===== src/rtl/pe_seq_ctrl.sv =====
// Job sequencer that drives one PE's inputs and streams its results back through a small FIFO.
// Optional PE_SEQ_RELU_EN: clamp negative (signed) PE results to zero before they are stored.
`timescale 1ns/1ps
module pe_seq_ctrl #(
    parameter int DW         = 8,
    parameter int CW         = 5,
    parameter int PE_LAT     = 1,
    parameter int FIFO_DEPTH = 4
) (
    input  logic          clk,
    input  logic          rst,
    input  logic          cmd_valid,
    output logic          cmd_ready,
    input  logic [1:0]    cmd_mode,
    input  logic [CW-1:0] cmd_len,
    input  logic          op_valid,
    output logic          op_ready,
    input  logic [DW-1:0] op_in,
    input  logic [DW-1:0] op_filter,
    output logic [DW-1:0] pe_in_drv,
    output logic [DW-1:0] pe_filter_drv,
    output logic [1:0]    pe_mode,
    output logic          pe_activate,
    input  logic [DW-1:0] pe_result,
    output logic          res_valid,
    input  logic          res_ready,
    output logic [DW-1:0] res_data,
    output logic          busy,
    output logic          done
);
    localparam int AW = $clog2(FIFO_DEPTH);
    localparam int NW = AW + 2;
    localparam logic [1:0] MODE_SINGLE = 2'd0;
    localparam logic [1:0] MODE_SA     = 2'd2;
    localparam logic [1:0] MODE_HOLD   = 2'd3;

    typedef enum logic [2:0] {S_IDLE, S_ACT, S_FEED, S_DRAIN, S_DONE} state_t;

    state_t          state_q, state_d;
    logic [1:0]      mode_q, mode_d;
    logic [CW-1:0]   left_q, left_d;
    logic [DW-1:0]   in_q, in_d;
    logic [DW-1:0]   filt_q, filt_d;
    logic [1:0]      pmode_q, pmode_d;
    logic            act_q, act_d;
    logic [PE_LAT:0] beat_q, beat_d;
    logic [PE_LAT:0] tag_q, tag_d;
    logic [AW:0]     wr_q, rd_q, cnt_raw;
    logic [NW-1:0]   fifo_cnt, inflight;
    logic [DW-1:0]   mem_q [FIFO_DEPTH];
    logic            fire, last_beat, want_tag, push, pop;

`ifdef PE_SEQ_RELU_EN
    function automatic logic [DW-1:0] store_f(input logic [DW-1:0] x);
        return x[DW-1] ? '0 : x;
    endfunction
`else
    function automatic logic [DW-1:0] store_f(input logic [DW-1:0] x);
        return x;
    endfunction
`endif

    // Pipe stage 0 is the beat sitting on the PE inputs; stage PE_LAT is its result on pe_result.
    always_comb begin
        inflight = '0;
        for (int i = 0; i <= PE_LAT; i++) begin
            inflight = inflight + NW'(tag_q[i]);
        end
    end

    assign cnt_raw   = wr_q - rd_q;
    assign fifo_cnt  = NW'(cnt_raw);
    assign res_valid = (wr_q != rd_q);
    assign res_data  = res_valid ? mem_q[rd_q[AW-1:0]] : '0;
    assign pop       = res_valid & res_ready;
    assign push      = tag_q[PE_LAT];

    assign cmd_ready = (state_q == S_IDLE);
    assign busy      = (state_q != S_IDLE);
    assign done      = (state_q == S_DONE);
    assign op_ready  = (state_q == S_FEED) && (left_q != '0) &&
                       ((fifo_cnt + inflight) < NW'(FIFO_DEPTH));
    assign fire      = op_valid & op_ready;
    assign last_beat = (left_q == CW'(1));
    assign want_tag  = fire & ((mode_q == MODE_SA) | ((mode_q == MODE_SINGLE) & last_beat));

    always_comb begin
        state_d = state_q;
        mode_d  = mode_q;
        left_d  = left_q;
        case (state_q)
            S_IDLE: begin
                if (cmd_valid) begin
                    mode_d = cmd_mode;
                    if ((cmd_len == '0) || (cmd_mode == MODE_HOLD)) begin
                        left_d  = '0;
                        state_d = S_DONE;
                    end else begin
                        left_d  = cmd_len;
                        state_d = S_ACT;
                    end
                end
            end
            S_ACT:   state_d = S_FEED;
            S_FEED: begin
                if (fire) begin
                    left_d = left_q - CW'(1);
                    if (last_beat) state_d = S_DRAIN;
                end
            end
            S_DRAIN: if (beat_q == '0) state_d = S_DONE;
            S_DONE:  state_d = S_IDLE;
            default: state_d = S_IDLE;
        endcase
    end

    always_comb begin
        in_d    = fire ? op_in : in_q;
        filt_d  = fire ? op_filter : filt_q;
        pmode_d = fire ? mode_q : MODE_HOLD;
        beat_d  = {beat_q[PE_LAT-1:0], fire};
        tag_d   = {tag_q[PE_LAT-1:0], want_tag};
        // A job skipped straight to DONE never touches the PE.
        act_d   = (state_d inside {S_ACT, S_FEED, S_DRAIN}) ||
                  ((state_d == S_DONE) && (state_q == S_DRAIN));
    end

    always_ff @(posedge clk or negedge rst) begin
        if (!rst) begin
            state_q <= S_IDLE;
            mode_q  <= '0;
            left_q  <= '0;
            in_q    <= '0;
            filt_q  <= '0;
            pmode_q <= MODE_HOLD;
            act_q   <= 1'b0;
            beat_q  <= '0;
            tag_q   <= '0;
            wr_q    <= '0;
            rd_q    <= '0;
        end else begin
            state_q <= state_d;
            mode_q  <= mode_d;
            left_q  <= left_d;
            in_q    <= in_d;
            filt_q  <= filt_d;
            pmode_q <= pmode_d;
            act_q   <= act_d;
            beat_q  <= beat_d;
            tag_q   <= tag_d;
            if (push) wr_q <= wr_q + (AW+1)'(1);
            if (pop)  rd_q <= rd_q + (AW+1)'(1);
        end
    end

    always_ff @(posedge clk) begin
        if (push) mem_q[wr_q[AW-1:0]] <= store_f(pe_result);
    end

    assign pe_in_drv     = in_q;
    assign pe_filter_drv = filt_q;
    assign pe_mode       = pmode_q;
    assign pe_activate   = act_q;
endmodule

===== config.mk =====
export PLATFORM = sky130hd
export DESIGN_NAME = pe_seq_ctrl
export DESIGN_NICKNAME = d
export VERILOG_FILES = /design/src/rtl/pe_seq_ctrl.sv
export SDC_FILE = /design/constraint.sdc
export NUM_CORES = 1
export LEC_CHECK = 0
export BUFFER_PORTS_ARGS = -buffer_cell sky130_fd_sc_hd__buf_2
export CAP_MARGIN = 20
export CORE_MARGIN = 1.5
export CORE_UTILIZATION = 45
export CTS_BUF_LIST = sky130_fd_sc_hd__clkbuf_4
export DETAILED_ROUTE_END_ITERATION = 6
export PLACE_DENSITY = 0.68
export SKIP_CTS_REPAIR_TIMING = 1
export SLEW_MARGIN = 25
export SYNTH_ARGS = -nofsm -noshare
export SYNTH_HDL_FRONTEND = slang
export SYNTH_SLANG_ARGS = --single-unit

===== constraint.sdc =====
create_clock -name clk -period 3.2 [get_ports clk]
set_clock_uncertainty 0.1 [all_clocks]
set_input_delay 0.32 -clock clk [delete_from_list [all_inputs] [get_ports clk]]
set_output_delay 0.32 -clock clk [all_outputs]
set_load 0.01 [all_outputs]

==> run summary, run 1 <==
run status -> completed
IO Pins -> 68
sequential area share after synthesis -> 61.9%
worst r2r path cells -> 7
post-route ant nets -> 0
Worst-Margin Slew -> 0.839 ns
main combinational cell family by area after synthesis -> multiplexers
CP Max Fanout -> 19
diode count -> 0
largest net degree at the start of global routing -> 40
XOR/XNOR Fraction of Synth Area -> 2.12%
Max-slew headroom -> 44.1%
startpoint types -> flop
antenna violations before repair -> 0
Synth Area in Compound Gates -> 5.75%
post-synthesis mux area share -> 13.1%
cells after synthesis -> 207
via count -> 1884
Die Ht -> 86.4 um
RR Startpoint -> wr_q[0]$_DFFE_PN0P_
EDFF count, synth -> 32
Worst Setup End Kind -> flop
final worst-path cycle share -> 79.5%
Starting Density -> 46.4%
CORE AREA -> 6760 sq um
synthesis-to-finish area growth -> 17.6%
VDD IR max -> 0.000473 V
kind of critical path -> flop to flop
Critical path origin -> wr_q[0]$_DFFE_PN0P_
DR top layer -> met4
Root Driver -> clkbuf_4
synthesized cell area -> 3130 sq um
# setup viols final -> 0
Worst Hold Class -> input pin to flop
placer congestion estimate -> 0.811
commonest non-fill, non-tap cell in the layout -> buf_2
Net Sw Power -> 0.00125 W
Yosys warning total -> 0
syn nets -> 255
Flop pwr share -> 40.4%
commonest non-fill, non-tap cells in the layout -> 67 x buf_2, 37 x dfrtp_1, 32 x edfxtp_1
post-synth top area share -> 30.7%
CTS buffer count -> 9
Clk pwr share -> 14.1%
residual DRC count -> 0
final WL -> 5380 um
first-pass GRT wire length -> 9020 um
largest cells by area after synthesis -> edfxtp_1 31%, dfrtp_1 30%, mux4_2 5.8%
switching share of power -> 36.6%
post-synth cell types -> 42
htree depth -> 3
Async SR Flop Fraction -> 54.9%
crit path to -> pe_in_drv[3]$_DFFE_PN0N_
Final Hold Fails -> 0
number of I/O port buffers -> 67
vias per inst -> 5.11
# Max-Cap Violations -> 0
Pwr Total -> 0.00343 W
Total Die Area -> 7470 sq um
CTS sink count -> 71
Critical Path RT -> 3.40 ns
LEAKAGE -> 1.59 nW
mean post-synth cell area -> 15.1 sq um
Post-Synth Simple-Gate Area -> 10.2%
Power Dens Cells -> 930 nW/um^2
met3 WL -> 253 um
nets@finish -> 332
layout cells sized above 1 -> 41.2%
GRT overflow -> 0
reg2reg setup slack -> 0.66 ns
Worst-Skew Late Latency -> 0.40 ns
unrepaired setup endpoints after global routing -> no
Worst R2R End -> pe_in_drv[3]$_DFFE_PN0N_
CTS tree -> done
FF+latch count, synth -> 71
Setup TNS -> 0 ns
Slew Viols, Final -> 0
Synth area leader -> edfxtp_1
Primary FF master, synth -> dfrtp_1
die span in x -> 86.4 um
drt first pass iters -> 4
Worst-path clk slew -> 0.12 ns
DR WL met2 -> 2580 um
adder-cell share of the synthesized area -> 5.03%
Metal-1 WL -> 2500 um
DP HPWL -> 3780 um
Critical Path AT -> 2.74 ns
All-Layer GR Usage -> 15.8%
combinational power share -> 45.5%
Rows -> 30
fmax -> 0.393 GHz
average wire per standard cell -> 14.6 um
Max clock buf depth -> 2
vias in the first global route -> 1913
crit path time final -> 2.54 ns
Power Internal -> 0.00217 W
Starting DRT DRC Count -> 69
-- area by class of cell --
cell class                 instances  area (sq um)
timing repair buffer              71           368
clock buffer                      12          90.1
fill                             579          3070
clock inverter                     4          23.8
sequential                        71          1940
inverter                           8          30.0
tap                               80           100
multi-input combinational        123          1130
-- worst min-delay path by stage --
| stage | from | endpoint | slack (ns) | depth (start not counted) |
|---|---|---|---|---|
| 2_1_floorplan | rst | beat_q[0]$_DFF_PN0_ | -0.08 | 0 |
| 3_3_place_gp | tag_q[0]$_DFF_PN0_ | tag_q[1]$_DFF_PN0_ | 0.28 | 0 |
| 3_5_place_dp | tag_q[0]$_DFF_PN0_ | tag_q[1]$_DFF_PN0_ | 0.27 | 0 |
| 4_1_cts | rst | pe_filter_drv[2]$_DFFE_PN0N_ | -0.08 | 1 |
| 5_1_grt | pe_result[7] | mem_q[3][7]$_DFFE_PP_ | 0.002 | 1 |
| 6_report | pe_result[7] | mem_q[3][7]$_DFFE_PP_ | 0.02 | 1 |
-- cell families after synthesis --
kind of cell,Yosys count
buffers and inverters,13
muxes,26
DFF,71
adders and majority gates,12
and+or+nand+nor,54
xor gates and xnor gates,6
AOI/OAI and AO/OA,25
-- critical path, cell delays in order (launching register included) --
cell and delay (ns):
dfrtp_1 0.42, inv_1 0.10, ha_1 0.21, fa_1 0.37
xnor3_1 0.27, o21ai_4 0.11, nor2_4 0.46, mux2_2 0.40
-- flip-flops by register name (all words and copies together), names as in the netlist --
name           count
beat_q             2
left_q             5
mem_q             32
mode_q             2
pe_activate        1
pe_filter_drv      8
pe_in_drv          8
pe_mode            2
rd_q               3
state_q            3
tag_q              2
wr_q               3
-- cell usage after synthesis, types with 2 or more instances --
| cell type | count |
|---|---|
| dfrtp_1 | 37 |
| edfxtp_1 | 32 |
| nand2_1 | 16 |
| and2_1 | 13 |
| ha_1 | 11 |
| mux2_2 | 11 |
| inv_1 | 8 |
| mux4_2 | 8 |
| mux2_4 | 7 |
| o211ai_1 | 7 |
| a21oi_1 | 6 |
| nor2_1 | 6 |
| or3_1 | 4 |
| clkbuf_1 | 3 |
| nand3_1 | 3 |
| nor3_1 | 3 |
| o21ai_0 | 3 |
| xnor2_1 | 3 |
| dfstp_2 | 2 |
| xor2_1 | 2 |
-- power groups by stage --
stage / logic [W] / clock network (W) / registers (W)
finish: 0.00156 / 0.000484 / 0.00138
detailed placement: 0.00158 / 0 / 0.00140
global placement: 0.00155 / 0 / 0.00140
floorplan: 0.00107 / 0 / 0.00143
global route: 0.00173 / 0.000535 / 0.00142
CTS: 0.00159 / 0.000504 / 0.00138
-- metrics by stage --
step	worst slack (ns)	util [%]	area [sq um]	hold slack [ns]	std cells
4_1_cts	0.610	54.4	3670	-0.0756	368
5_1_grt	0.519	54.5	3680	0.00182	369
3_5_place_dp	0.601	52.7	3560	0.271	352
3_3_place_gp	0.652	52.7	3560	0.276	352
2_1_floorplan	0.911	-	3130	-0.0756	207
6_report	0.656	54.5	3680	0.0243	369
-- per-layer routing --
metal,up-vias,track usage [%]
met3,9,4.29
met5,-,0
li1,918,-
met4,0,6.60
met1,904,21.2
met2,53,24.6
(Power assumes the default switching activity.)
==> run 2: changes to the inputs <==
- ABC_AREA: default -> 1
- clock period: 3.2 -> 2.55 ns (I/O delays scaled with it)
==> run summary, run 2 <==
Worst Hold Class -> input pin to flop
residual DRC count -> 0 (unchanged)
Pwr Total -> 0.00428 W (+25%)
CTS sink count -> 71 (unchanged)
Place WS -> 0.324 ns (-0.277 ns)
kind of critical path -> flop to primary output
final WL -> 6700 um (+24%)
LEAKAGE -> 1.94 nW (+22%)
CP Max Fanout -> 3 (-16)
Total Die Area -> 7610 sq um (+1.9%)
via count -> 2521 (+34%)
diode count -> 0 (unchanged)
Max clock buf depth -> 2 (unchanged)
EDFF count, synth -> 32 (unchanged)
Critical Path RT -> 2.19 ns (-1.21 ns)
CORE AREA -> 6830 sq um (+1.1%)
syn nets -> 371 (+45%)
Worst Setup End Kind -> primary output
final cell count without fillers -> 528 (+43%)
IO Pins -> 68 (unchanged)
slowest stage delay, CP -> 0.48 ns (+0.02 ns)
Worst Path Buf+Inv -> 3 (+2)
top-count cell post-synth -> nand2_1
Starting Density -> 46.8% (+0.39 points)
final worst-path cycle share -> 94.3%
max reg flops -> 32 (unchanged)
Die Ht -> 87.3 um (+0.94%)
die span in x -> 87.3 um (+0.94%)
Worst R2R End -> pe_mode[0]$_DFF_PN1_
drt first pass iters -> 4 (unchanged)
vias per inst -> 4.77 (-6.5%)
vias in the first global route -> 2309 (+21%)
# Max-Cap Violations -> 0 (unchanged)
hold depth -> 3 (+2)
Root Driver -> clkbuf_4
Fill cells -> 615 (+6.2%)
startpoint types -> flop
Async SR Flop Fraction -> 54.9% (unchanged)
run status -> completed
post-synth cell types -> 32 (-24%)
synthesized cell area -> 3190 sq um (+2.0%)
placer congestion estimate -> 0.839 (+3.5%)
largest cells by area after synthesis -> edfxtp_1 30%, dfrtp_1 29%, nand2_1 10%
critical hold path startpoint -> op_valid
CTS buffer count -> 9 (unchanged)
first-pass GRT wire length -> 10700 um (+19%)
fmax -> 0.416 GHz
commonest non-fill, non-tap cells in the layout -> 87 x nand2_1, 67 x buf_2, 47 x nor2_1
crit path time final -> 2.40 ns
VDD IR max -> 0.000502 V (+6.1%)
FF+latch count, synth -> 71 (unchanged)
Rows -> 30 (unchanged)
most frequent cell on the critical path -> inv_1
Worst-path clk slew -> 0.11 ns (about the same)
crit path cell chain -> inv_1 > ha_1 > fa_1 > inv_1 > nand2_1 > nand3_2 > nor2_4 > buf_2
Worst-Skew Late Latency -> 0.42 ns (+0.02 ns)
synth cell count leaders -> 87 x nand2_1, 47 x nor2_1, 37 x dfrtp_1
Critical Path AT -> 2.05 ns (-0.69 ns)
Primary FF master, synth -> dfrtp_1
worst r2r path cells -> 9 (+2)
Final Hold Fails -> 0 (unchanged)
mean post-synth cell area -> 9.89 sq um (-35%)
layout cells sized above 1 -> 23.8% (-17 points)
sequential area share after synthesis -> 60.7% (-1.2 points)
nets@finish -> 475 (+43%)
post-synth top area share -> 30.1% (-0.59 points)
DP HPWL -> 4300 um (+14%)
Slew Viols, Final -> 0 (unchanged)
Setup WS post-layout -> 0.146 ns (-0.510 ns)
end of the worst hold path -> state_q[0]$_DFF_PN0_
DP Cell Count -> 482 (+37%)
Synth area leader -> edfxtp_1
largest net degree at the start of global routing -> 40 (unchanged)
synthesis-to-finish area growth -> 26.1%
average wire per standard cell -> 12.7 um (-13%)
GRT overflow -> 0 (unchanged)
CTS tree -> done
Max-slew headroom -> 42.3% (-1.7 points)
Worst-Margin Slew -> 0.865 ns (+0.0262 ns)
CP top delay family -> adder cells
post-route ant nets -> 0 (unchanged)
Yosys warning total -> 0 (unchanged)
Starting DRT DRC Count -> 143 (+110%)
commonest non-fill, non-tap cell in the layout -> nand2_1
RR Startpoint -> wr_q[0]$_DFFE_PN0P_
# setup viols final -> 0 (unchanged)
htree depth -> 3 (unchanged)
number of I/O port buffers -> 67 (unchanged)
Power Dens Cells -> 1060 nW/um^2 (+14%)
cells after synthesis -> 323 (+56%)
All-Layer GR Usage -> 18.7% (+2.8 points)
reg2reg setup slack -> 0.36 ns (-0.30 ns)
antenna violations before repair -> 0 (unchanged)
CP max stage cell -> fa_1
## run 2: metrics by stage
| stage | hold WS, ns | instance area (sq um) | utilization (%) | setup TNS (ns) |
|---|---|---|---|---|
| 2_1_floorplan | -0.141 | 3190 | - | 0 |
| 3_3_place_gp | 0.279 | 3620 | 53.0 | 0 |
| 3_5_place_dp | 0.289 | 3620 | 53.0 | 0 |
| 4_1_cts | -0.146 | 3730 | 54.7 | 0 |
| 5_1_grt | 0.0545 | 4030 | 59.0 | -0.00721 |
| 6_report | 0.0660 | 4030 | 59.0 | 0 |
## run 2: logic make-up after synthesis
group | share of synthesized area [%]
simple gates | 21.3
mux | 0.705
fa+ha+maj | 4.94
compound gates | 5.56
buf+inv | 5.37
xor+xnor | 1.37
flops | 60.7
## run 2: power breakdown
part | total [W] | leakage (nW) | switching [W] | internal (W)
Sequential | 0.00167 | 0.777 | 0.000190 | 0.00148
Combinational | 0.00200 | 1.11 | 0.00122 | 0.000783
Clock | 0.000606 | 0.0579 | 0.000400 | 0.000206
Total | 0.00428 | 1.94 | 0.00181 | 0.00247
## run 2: worst reg2reg max path: cells and delay by family, from the launching register on
family                   cells  cell delay [ns]
flip-flops                   1             0.39
adder cells (fa/ha/maj)      2             0.69
buffers and inverters        2             0.13
AND/OR/NAND/NOR              5             0.83
## run 2: cell type report
type | count | area [sq um] | share of cell area (%)
flip-flops and latches | 71 | 1940 | 48.1
multi-input cells | 215 | 1080 | 26.9
repair buffers | 101 | 661 | 16.4
well taps | 96 | 120 | 2.98
inverters | 29 | 114 | 2.83
clock buffers | 10 | 75.1 | 1.86
clock inverters | 6 | 36.3 | 0.901
## run 2: how the worst max path moves through the flow
stage	cells after the start	from	end
floorplan	11	wr_q[0]$_DFFE_PN0P_	left_q[1]$_DFFE_PN0P_
global placement	9	wr_q[0]$_DFFE_PN0P_	pe_mode[0]$_DFF_PN1_
detailed placement	11	wr_q[0]$_DFFE_PN0P_	pe_mode[0]$_DFF_PN1_
CTS	10	wr_q[0]$_DFFE_PN0P_	op_ready
global route	10	wr_q[0]$_DFFE_PN0P_	op_ready
finish	8	wr_q[0]$_DFFE_PN0P_	op_ready
## run 2: per-layer routing
| layer | GRT usage (%) | wire length, um | up-vias |
|---|---|---|---|
| met1 | 25.7 | 3140 | 1170 |
| met5 | 0 | 0 | - |
| met3 | 5.31 | 303 | 18 |
| met2 | 27.3 | 3090 | 76 |
| met4 | 8.95 | 155 | 0 |
| li1 | - | - | 1257 |
